File: src/rtl/cl_mem_stage.sv
// Memory-stage controller: one outstanding data-memory request at a time, byte-lane
// handling, load-response timeout, and a registered writeback packet for every op.
module cl_mem_stage #(
  parameter int unsigned TIMEOUT_CYCLES = 64,
  parameter int unsigned CNT_W          = 7
) (
  input  logic        clk,
  input  logic        reset,
  input  logic        valid_i,
  output logic        ready_o,
  input  logic        is_load_op_i,
  input  logic        is_store_op_i,
  input  logic        is_mem_op_i,
  input  logic        is_byte_op_i,
  input  logic        op_writes_rf_i,
  input  logic [4:0]  rd_addr_i,
  input  logic [31:0] alu_result_i,
  input  logic [31:0] store_data_i,
  output logic        mem_valid_o,
  input  logic        mem_ready_i,
  output logic        mem_wen_o,
  output logic [3:0]  mem_mask_o,
  output logic [31:0] mem_addr_o,
  output logic [31:0] mem_wdata_o,
  input  logic        mem_rvalid_i,
  input  logic [31:0] mem_rdata_i,
  output logic        wb_valid_o,
  output logic        wb_en_o,
  output logic [4:0]  wb_rd_o,
  output logic [31:0] wb_data_o,
  output logic        err_o
);

  typedef enum logic [1:0] {IDLE, REQ, WAIT} state_t;

  localparam logic [CNT_W-1:0] CNT_LAST = CNT_W'(TIMEOUT_CYCLES - 1);

  state_t           state;
  logic [CNT_W-1:0] cnt;
  logic [1:0]       off_q;
  logic             byte_q;
  logic [4:0]       rd_q;

  logic       accept;
  logic       mem_op;
  logic       misaligned;
  logic [1:0] off;
  logic [7:0] rbyte;

  always_comb begin
    ready_o     = (state == IDLE);
    mem_valid_o = (state == REQ);
    accept      = valid_i & ready_o;
    // a mem flag without load or store is an illegal encoding and falls through as ALU op
    mem_op      = is_mem_op_i & (is_load_op_i | is_store_op_i);
    off         = alu_result_i[1:0];
    misaligned  = ~is_byte_op_i & (off != 2'b00);
    case (off_q)
      2'd0:    rbyte = mem_rdata_i[7:0];
      2'd1:    rbyte = mem_rdata_i[15:8];
      2'd2:    rbyte = mem_rdata_i[23:16];
      default: rbyte = mem_rdata_i[31:24];
    endcase
  end

  always_ff @(posedge clk or posedge reset) begin
    if (reset) begin
      state       <= IDLE;
      cnt         <= '0;
      off_q       <= '0;
      byte_q      <= 1'b0;
      rd_q        <= '0;
      mem_wen_o   <= 1'b0;
      mem_mask_o  <= '0;
      mem_addr_o  <= '0;
      mem_wdata_o <= '0;
      wb_valid_o  <= 1'b0;
      wb_en_o     <= 1'b0;
      wb_rd_o     <= '0;
      wb_data_o   <= '0;
      err_o       <= 1'b0;
    end else begin
      wb_valid_o <= 1'b0;
      wb_en_o    <= 1'b0;
      err_o      <= 1'b0;
      case (state)
        IDLE: begin
          if (accept) begin
            if (!mem_op) begin
              wb_valid_o <= 1'b1;
              wb_en_o    <= op_writes_rf_i;
              wb_rd_o    <= rd_addr_i;
              wb_data_o  <= alu_result_i;
            end else if (misaligned) begin
              wb_valid_o <= 1'b1;
              err_o      <= 1'b1;
              wb_rd_o    <= rd_addr_i;
            end else begin
              mem_wen_o   <= is_store_op_i;
              mem_mask_o  <= is_byte_op_i ? (4'b0001 << off) : 4'b1111;
              mem_addr_o  <= {alu_result_i[31:2], 2'b00};
              mem_wdata_o <= is_byte_op_i ? {4{store_data_i[7:0]}} : store_data_i;
              off_q       <= off;
              byte_q      <= is_byte_op_i;
              rd_q        <= rd_addr_i;
              state       <= REQ;
            end
          end
        end
        REQ: begin
          if (mem_ready_i) begin
            cnt <= '0;
            if (mem_wen_o) begin
              wb_valid_o <= 1'b1;
              wb_rd_o    <= rd_q;
              state      <= IDLE;
            end else begin
              state <= WAIT;
            end
          end
        end
        WAIT: begin
          if (mem_rvalid_i) begin
            wb_valid_o <= 1'b1;
            wb_en_o    <= 1'b1;
            wb_rd_o    <= rd_q;
            wb_data_o  <= byte_q ? {24'd0, rbyte} : mem_rdata_i;
            state      <= IDLE;
          end else if (cnt == CNT_LAST) begin
            wb_valid_o <= 1'b1;
            err_o      <= 1'b1;
            wb_rd_o    <= rd_q;
            state      <= IDLE;
          end else begin
            cnt <= cnt + 1'b1;
          end
        end
        default: state <= IDLE;
      endcase
    end
  end

endmodule

File: config.mk
export PLATFORM = sky130hd
export DESIGN_NAME = cl_mem_stage
export DESIGN_NICKNAME = d
export VERILOG_FILES = /design/src/rtl/cl_mem_stage.sv
export SDC_FILE = /design/constraint.sdc
export NUM_CORES = 1
export LEC_CHECK = 0
export BUFFER_PORTS_ARGS = -buffer_cell sky130_fd_sc_hd__buf_4
export CAP_MARGIN = 30
export CORE_ASPECT_RATIO = 0.7
export CORE_UTILIZATION = 30
export CTS_BUF_LIST = sky130_fd_sc_hd__clkbuf_8
export DETAILED_ROUTE_END_ITERATION = 7
export PLACE_DENSITY = 0.54
export SKIP_LAST_GASP = 1
export SLEW_MARGIN = 15
export SYNTH_ARGS = -nofsm -noshare
export SYNTH_HDL_FRONTEND = slang
export SYNTH_SLANG_ARGS = --single-unit
File: constraint.sdc
create_clock -name clk -period 12.67 [get_ports clk]
set_input_delay 2.534 -clock clk [delete_from_list [all_inputs] [get_ports clk]]
set_output_delay 2.534 -clock clk [all_outputs]
set_load 0.02 [all_outputs]
==> results of run 1 <==
[stage by stage]
step	area [um^2]	instances	total power, mW	setup slack, ns
finish	8110	997	2.08	8.38
global route	8110	997	2.22	8.31
CTS	8060	995	2.09	8.41
detailed placement	7690	963	1.75	7.91
global placement	7690	963	1.72	7.95
floorplan	5870	514	1.32	6.84
[flip-flops by register name, indices dropped and copies added (netlist names)]
| name | count |
|---|---|
| mem_wdata_o | 32 |
| wb_data_o | 32 |
| mem_addr_o | 30 |
| cnt | 7 |
| rd_q | 5 |
| wb_rd_o | 5 |
| mem_mask_o | 4 |
| off_q | 2 |
| state | 2 |
| byte_q | 1 |
| err_o | 1 |
| mem_wen_o | 1 |
| wb_en_o | 1 |
| wb_valid_o | 1 |
[power by group through the flow]
stage	registers (mW)	clock network (mW)	logic, mW
2_1_floorplan	0.887	0	0.429
3_3_place_gp	0.713	0	1.01
3_5_place_dp	0.720	0	1.03
4_1_cts	0.717	0.351	1.03
5_1_grt	0.741	0.367	1.11
6_report	0.715	0.339	1.03
[cells in the final DEF (no fill, tap or decap), types with 4 or more instances in the layout]
master,count
mux4_2,6
inv_6,4
buf_4,223
ha_1,5
a21oi_1,14
a31oi_1,4
dfrtp_1,124
o21ai_0,61
nand2_1,75
a22oi_1,23
inv_1,11
nor2_1,10
nor2b_1,4
mux2i_1,29
mux2_4,20
clkbuf_8,17
o31ai_1,12
nand3_1,5
mux2_2,37
[routing by layer]
| layer | up-vias | wire (um) | track usage (%) |
|---|---|---|---|
| met4 | 0 | 161 | 4.34 |
| met3 | 11 | 968 | 5.18 |
| met5 | - | 0 | 0 |
| met2 | 122 | 7930 | 26.3 |
| met1 | 2311 | 8740 | 26.7 |
| li1 | 2247 | - | - |
[area by class of cell]
class / count / area share [%]
clock buffers: 17 / 2.88
clock inverters: 15 / 1.74
inverters: 11 / 0.540
multi-input cells: 341 / 31.3
flip-flops and latches: 124 / 38.3
well taps: 264 / 4.07
repair buffers: 225 / 21.2
[worst max path at each step]
stage                  start                          to  slack, ns  depth (start not counted)
6_report       is_store_op_i       mem_wen_o$_DFFE_PP0P_       8.38                          5
4_1_cts        is_store_op_i       mem_wen_o$_DFFE_PP0P_       8.41                          5
3_3_place_gp   is_store_op_i  mem_addr_o[25]$_DFFE_PP0P_       7.95                          5
2_1_floorplan          reset          byte_q$_DFFE_PP0P_       6.84                          1
5_1_grt        is_store_op_i  mem_wdata_o[7]$_DFFE_PP0P_       8.31                          5
3_5_place_dp   is_store_op_i       mem_wen_o$_DFFE_PP0P_       7.91                          5
[logic make-up after synthesis]
family,share of synthesized area (%)
AOI/OAI and AO/OA,14.2
xor gates and xnor gates,0.299
adders and majority gates,1.07
buffers and inverters,3.97
DFF,52.9
muxes,19.5
other,0.0639
and+or+nand+nor,8.02
[tightest hold or removal path: cells and delay by family, from the launching register on]
family | cells | cell delay [ns]
flip-flops | 1 | 0.34
AO/OA/AOI/OAI | 1 | 0.05
AND/OR/NAND/NOR | 1 | 0.05
==> flow_metrics.tcl, run 1 <==
set metrics [dict create \
    yosysTopAreaCell "dfrtp_1" \
    path_clk_slew_ns 0.08 \
    cts_resized 0 \
    period_needed_ns 4.29 \
    min_path_type "reg2reg" \
    postSynthAreaPerCell_um2 11.4 \
    required_ns 13.00 \
    area_delta_synth_final_pct 38.2 \
    critPathKind "in2reg" \
    first_global_vias 4787 \
    htreeDepth 4 \
    overflow 0 \
    final.period_utilization_pct 33.8 \
    drv_slew 0 \
    worstSetupEndpointType "register" \
    internal-power_mw 1.21 \
    drt_iter0_markers 265 \
    peakVddDrop_uv 109 \
    ios 222 \
    cp.arrival_ns 4.62 \
    synth-edff-count 0 \
    setup_violations 0 \
    drt_pass1_iterations 4 \
    core_um2 19000 \
    yosysWarnings 0 \
    grtUsageTotal_pct 18.2 \
    r2r_slack_ns 9.87 \
    critPathSlowestCell "buf_4" \
    sw_frac_of_total_pct 41.8 \
    wl_per_cell_um 17.9 \
    multi_input_area_um2 2540 \
    fin_worst_skew_ns 0.00764 \
    portBuffers 219 \
    num_rows 42 \
    vias 4691 \
    yosys_most_used_dff "dfrtp_1" \
    root_buffer "clkbuf_8" \
    r2r-start "state[0]$_DFFE_PP0P_" \
    p_comb_share_pct 49.4 \
    holdWs_ns 0.480 \
    drtAntennaViolNets 0 \
    power_leakage_nw 3.97 \
    cp_max_fo 69 \
    n_antenna_cell 0 \
    power_frac_seq_pct 34.4 \
    grt_antenna_before_repair 0 \
    place_hpwl_mm 13.2 \
    ff_latch_area_um2 3100 \
    yosys.area.top_type_share_pct 52.9 \
    clock_latency_ns 0.44 \
    drc 0 \
    syn_inst 513 \
    ys_seq_area_share_pct 52.9 \
    slew_headroom_pct 39.6 \
    hold_viol 0 \
    cts_buffer_depth 2 \
    cp_top_family "buffers and inverters" \
    synth_cell_types 50 \
    timing.rr.end "mem_wen_o$_DFFE_PP0P_" \
    cts_buffers 17 \
    worst_hold_path.endpoint "wb_data_o[2]$_DFFE_PP0P_" \
    synth.top_cells.by_area "dfrtp_1, mux2_2, o21ai_0" \
    crit_path_cell_trace "buf_4 > o2111ai_2 > nand2b_4 > buf_4 > mux2_2" \
    powerDensity_nw_per_um2 257 \
    via_per_inst 4.71 \
    status "completed" \
    gp_congestion 0.801 \
    grt_max_degree 77 \
    whs_path_depth 2 \
    layout-drive-gt1-share_pct 44.5 \
    async_flop_share_pct 100 \
    fmax_ghz 0.233 \
    synth_area_um2 5870 \
    ys_seq_elements 124 \
    switching_power_mw 0.869 \
    fin_nets 836 \
    r2r_cells 6 \
    dieArea_um2 20100 \
    die_h_um 119 \
    cts_setup_buffers 0 \
    die_w_um 169 \
    cts_tree "done" \
    synth.most_common_cell "dfrtp_1" \
    cts_sinks 124 \
    max_stage_delay_ns 0.63 \
    drt_wl_total_mm 17.8 \
    tightest_slew_ns 0.905 \
    fin_setup_tns_ns 0 \
    fillers 1836 \
    min_from "wb_data_o[2]$_DFFE_PP0P_" \
    grt_pass1_wl_mm 27.9 \
    crit_buf_inv 2 \
    critPathLaunchType "primary input" \
    synthTopCellsByCount "dfrtp_1, nand2_1, o21ai_0" \
    cap_violations 0 \
    start_util_pct 30.8 \
    pwr-share-clk_pct 16.3 \
    final_util_pct 42.6 \
    ctsHoldBuffers 0 \
    grt_setup_unrepaired "no" \
    cp_common_cell "buf_4" \
]
(Power assumes the default switching activity.)
==> run 2: changes to the inputs <==
Settings changed: ABC_AREA from default to 1.
Clock period 12.67 ns to 4.2 ns, I/O delays scaled along.
==> flow_metrics.tcl, run 2 <==
set metrics [dict create \
    num_rows 43 \
    worstSetupEndpointType "register" \
    die_h_um 122 \
    async_flop_share_pct 100 \
    drtAntennaViolNets 0 \
    power_leakage_nw 4.61 \
    cts_setup_buffers 0 \
    ios 222 \
    layout_commonest_cell "nand2_1" \
    critPathKind "reg2reg" \
    internal-power_mw 3.45 \
    place_hpwl_mm 14.3 \
    synth.top_cells.by_area "dfrtp_1, nand2_1, nand3_1" \
    drc 0 \
    ctsHoldBuffers 0 \
    synth-edff-count 0 \
    r2r-start "state[0]$_DFFE_PP0P_" \
    drt_wl_total_mm 19.4 \
    final.period_utilization_pct 60.4 \
    yosys_most_used_dff "dfrtp_1" \
    grtUsageTotal_pct 19.0 \
    slew_headroom_pct 47.4 \
    drt_iter0_markers 327 \
    htreeDepth 4 \
    vias 5795 \
    grt_pass1_wl_mm 30.8 \
    path_clk_slew_ns 0.08 \
    required_ns 4.56 \
    r2r_slack_ns 1.66 \
    fin_ws_ns 1.66 \
    synthTopCellsByCount "nand2_1, dfrtp_1, inv_1" \
    peakVddDrop_uv 305 \
    fin_area_um2 8330 \
    cp.arrival_ns 2.90 \
    core_um2 20000 \
    drt_pass1_iterations 5 \
    hold_viol 0 \
    layout-drive-gt1-share_pct 26.6 \
    postSynthAreaPerCell_um2 7.55 \
    wl_per_cell_um 14.9 \
    portBuffers 219 \
    overflow 0 \
    critPathLaunchType "register" \
    area_delta_synth_final_pct 35.4 \
    clock_latency_ns 0.45 \
    cp_max_fo 33 \
    fin_worst_skew_ns 0.0167 \
    max_stage_delay_ns 0.67 \
    grt_setup_unrepaired "no" \
    synth_area_um2 6150 \
    ys_seq_elements 124 \
    tightest_slew_ns 0.783 \
    holdWs_ns 0.479 \
    yosysTopAreaCell "dfrtp_1" \
    dieArea_um2 21100 \
    drv_slew 0 \
    start_util_pct 30.8 \
    fin_setup_tns_ns 0 \
    via_per_inst 4.46 \
    pre_cts_ws_ns 1.39 \
    critPathSlowestCell "inv_2" \
    synth_cell_types 29 \
    crit_path_cell_trace "inv_1 > ha_1 > nand2_1 > nand2_1 > nor2_1 > nand2_2 > inv_2 > nor2_1 > a21oi_1" \
    fmax_ghz 0.394 \
    synth.most_common_cell "nand2_1" \
    sw_frac_of_total_pct 43.9 \
    yosys.area.top_type_share_pct 50.5 \
    cts_tree "done" \
    status "completed" \
    root_buffer "clkbuf_8" \
    powerDensity_nw_per_um2 738 \
    yosysWarnings 0 \
    n_antenna_cell 0 \
    switching_power_mw 2.70 \
    cts_buffer_depth 2 \
    cts_sinks 124 \
    fin_nets 1133 \
    power_frac_seq_pct 34.0 \
    die_w_um 173 \
    layout_common_cells "nand2_1, buf_4, dfrtp_1" \
    top_regs "mem_wdata_o: 32 flops, wb_data_o: 32 flops, mem_addr_o: 30 flops" \
    first_global_vias 5567 \
    grt_antenna_before_repair 0 \
    period_needed_ns 2.54 \
    min_path_type "in2async" \
    cts_buffers 17 \
    cts_resized 0 \
    cp-startpoint "state[0]$_DFFE_PP0P_" \
    setup_violations 0 \
    pwr-share-clk_pct 17.4 \
    syn_inst 814 \
    cap_violations 0 \
    ys_seq_area_share_pct 50.5 \
    total_power_mw 6.15 \
    p_comb_share_pct 48.5 \
    placed_cell_area_um2 7930 \
    gp_congestion 0.825 \
    grt_max_degree 71 \
]
-- run 2: power by group through the flow --
stage          registers, mW  clock network [mW]  logic (mW)
2_1_floorplan           2.64                   0        1.22
3_3_place_gp            2.11                   0        2.98
3_5_place_dp            2.10                   0        3.02
4_1_cts                 2.09                1.10        3.01
5_1_grt                 2.17                1.16        3.29
6_report                2.09                1.07        2.98
-- run 2: routing by layer --
layer | vias up | routed length (um) | GRT usage [%]
met5 | - | 0 | 0
met4 | 0 | 234 | 5.25
met1 | 2666 | 10200 | 28.7
li1 | 2936 | - | -
met3 | 16 | 1220 | 5.62
met2 | 177 | 7810 | 25.8
-- run 2: layout make-up --
class                   count  area, um^2
clock buffers              20         275
inverters                  65         249
multi-input cells         585        2540
repair buffers            224        1700
flip-flops and latches    124        3100
well taps                 270         338
fillers                  2092       11600
clock inverters            12         123
-- run 2: cell families (layout without fill, tap and decap cells) --
logic type	count (synthesis)	count (layout)	synth area share, %
AOI/OAI and AO/OA	101	101	9.09
and+or+nand+nor	476	476	30.9
xor gates and xnor gates	1	1	0.142
other	1	2	0.0610
DFF	124	124	50.5
adders and majority gates	5	5	1.02
buffers and inverters	106	321	8.36
-- run 2: path summary, 6_finish.rpt --
kind | endpoint | cells after the start
setup reg to reg | wb_data_o[2]$_DFFE_PP0P_ | 9
hold / removal | mem_addr_o[24]$_DFFE_PP0P_ | 2
setup / recovery | wb_data_o[2]$_DFFE_PP0P_ | 9
hold reg to reg | mem_wdata_o[18]$_DFFE_PP0P_ | 2
max in group asynchronous | wb_valid_o$_DFF_PP0_ | 3
min in group clk | mem_wdata_o[18]$_DFFE_PP0P_ | 2
-- run 2: worst max-delay path, delay by kind of cell, from the launching register on --
kind            cells  cell delay (ns)
flops               1             0.41
simple gates        5             0.82
buf+inv             2             0.75
compound gates      1             0.15
fa+ha+maj           1             0.32
-- run 2: through the flow --
step	cells	util (%)
2_1_floorplan	815	-
3_3_place_gp	1267	39.6
3_5_place_dp	1268	39.7
4_1_cts	1300	41.7
5_1_grt	1300	41.7
6_report	1300	41.7
==> run 3: changes to the inputs <==
Settings changed: PLACE_DENSITY 0.54 to 0.56.
Clock period 4.2 ns to 2.2 ns, I/O delays scaled along.
==> flow_metrics.tcl, run 3 (same netlist as run 2, synthesis figures left out) <==
set metrics [dict create \
    status "completed" \
    vias 5818 \
    layout-drive-gt1-share_pct 27.2 \
    wl_per_cell_um 15.1 \
    fin_worst_skew_ns 0.00793 \
    critPathLaunchType "register" \
    overflow 0 \
    grt_max_degree 83 \
    power_frac_seq_pct 32.9 \
    start_util_pct 30.8 \
    die_h_um 122 \
    num_rows 43 \
    n_antenna_cell 0 \
    fillers 2139 \
    cp_max_fo 7 \
    r2r_cells 7 \
    required_ns 1.76 \
    slew_headroom_pct 56.5 \
    htreeDepth 4 \
    place_hpwl_mm 14.5 \
    cts_buffer_depth 2 \
    grt_antenna_before_repair 0 \
    power_leakage_nw 4.68 \
    drt_pass1_iterations 6 \
    grtUsageMet3_pct 5.59 \
    setup_violations 0 \
    pwr-share-clk_pct 18.5 \
    drt_wl_total_mm 19.7 \
    clock_latency_ns 0.44 \
    drt_iter0_markers 344 \
    grt_pass1_wl_mm 31.3 \
    fmax_ghz 0.524 \
    final_util_pct 42.5 \
    dieArea_um2 21100 \
    fin_setup_tns_ns 0 \
    cts_sinks 124 \
    switching_power_mw 5.19 \
    root_buffer "clkbuf_8" \
    cp.arrival_ns 1.47 \
    cts_buffers 17 \
    grtUsageMet1_pct 29.1 \
    ctsHoldBuffers 0 \
    gp_congestion 0.874 \
    grt_use_met2_pct 26.5 \
    min_path_type "in2async" \
    tightest_slew_ns 0.651 \
    core_um2 20000 \
    first_global_vias 5533 \
    drtAntennaViolNets 0 \
    critPathKind "reg2out" \
    cts_resized 0 \
    ios 222 \
    crit_path_cell_trace "inv_1 > ha_1 > buf_4" \
    die_w_um 173 \
    top_usage_layer "met1" \
    portBuffers 219 \
    cts_setup_buffers 0 \
    internal-power_mw 6.90 \
    drc 0 \
    top_regs "mem_wdata_o: 32 flops, wb_data_o: 32 flops, mem_addr_o: 30 flops" \
    via_per_inst 4.45 \
    final.period_utilization_pct 86.8 \
    area_delta_synth_final_pct 37.9 \
    period_needed_ns 1.91 \
    p_comb_share_pct 48.6 \
    layout_common_cells "nand2_1, buf_4, dfrtp_1" \
    peakVddDrop_uv 557 \
    grt_setup_unrepaired "no" \
    drv_slew 0 \
    layout_commonest_cell "nand2_1" \
    critPathSlowestCell "dfrtp_1" \
    hold_viol 0 \
    cap_violations 0 \
    path_clk_slew_ns 0.08 \
    grtUsageTotal_pct 19.3 \
    powerDensity_nw_per_um2 1430 \
    max_stage_delay_ns 0.41 \
    sw_frac_of_total_pct 42.9 \
    worstSetupEndpointType "output port" \
    fin_nets 1141 \
    cts_tree "done" \
]
==> run 3: final cells by class <==
type	count	area [um^2]	area share, %
Sequential cell	124	3100	36.6
Multi-Input combinational cell	585	2540	29.9
Timing Repair Buffer	232	1820	21.4
Tap cell	270	338	3.98
Clock buffer	19	262	3.08
Inverter	65	248	2.92
Clock inverter	13	174	2.05
==> run 3: through the flow <==
stage	hold WS, ns	instance area [um^2]	setup WS, ns	power [mW]	std cells
6_report	0.0826	8480	0.291	12.1	1308
5_1_grt	0.0808	8480	0.108	13.0	1308
4_1_cts	0.0577	8480	0.271	12.2	1308
3_5_place_dp	0.464	8040	0.327	9.93	1276
3_3_place_gp	0.461	8040	0.353	9.88	1276
2_1_floorplan	0.453	6160	0.235	7.37	815
==> run 3: layer usage <==
| metal | vias to the layer above | wire length (um) |
|---|---|---|
| met5 | - | 0 |
| met4 | 0 | 163 |
| met3 | 16 | 1310 |
| met2 | 177 | 8130 |
| met1 | 2671 | 10100 |
| li1 | 2954 | - |
==> run 3: worst paths after layout <==
| path | start | end | slack [ns] |
|---|---|---|---|
| setup / recovery | state[0]$_DFFE_PP0P_ | ready_o | 0.29 |
| hold / removal | reset | wb_rd_o[2]$_DFFE_PP0P_ | 0.08 |
| setup reg to reg | state[0]$_DFFE_PP0P_ | wb_data_o[3]$_DFFE_PP0P_ | 0.30 |
| hold reg to reg | mem_wdata_o[18]$_DFFE_PP0P_ | mem_wdata_o[18]$_DFFE_PP0P_ | 0.48 |
| max in group asynchronous | reset | wb_data_o[24]$_DFFE_PP0P_ | 1.66 |
| min in group clk | store_data_i[6] | mem_wdata_o[6]$_DFFE_PP0P_ | 0.20 |
==> run 3: power groups by stage <==
stage	combinational, mW	sequential, mW	clock, mW
2_1_floorplan	2.33	5.03	0
3_3_place_gp	5.87	4.01	0
3_5_place_dp	5.95	3.98	0
4_1_cts	5.94	3.98	2.31
5_1_grt	6.47	4.11	2.40
6_report	5.88	3.98	2.23
==> run 3: worst max-delay path, delay by kind of cell (launching register included) <==
| family | cells | cell delay, ns |
|---|---|---|
| DFF | 1 | 0.41 |
| adders and majority gates | 1 | 0.31 |
| buffers and inverters | 2 | 0.30 |
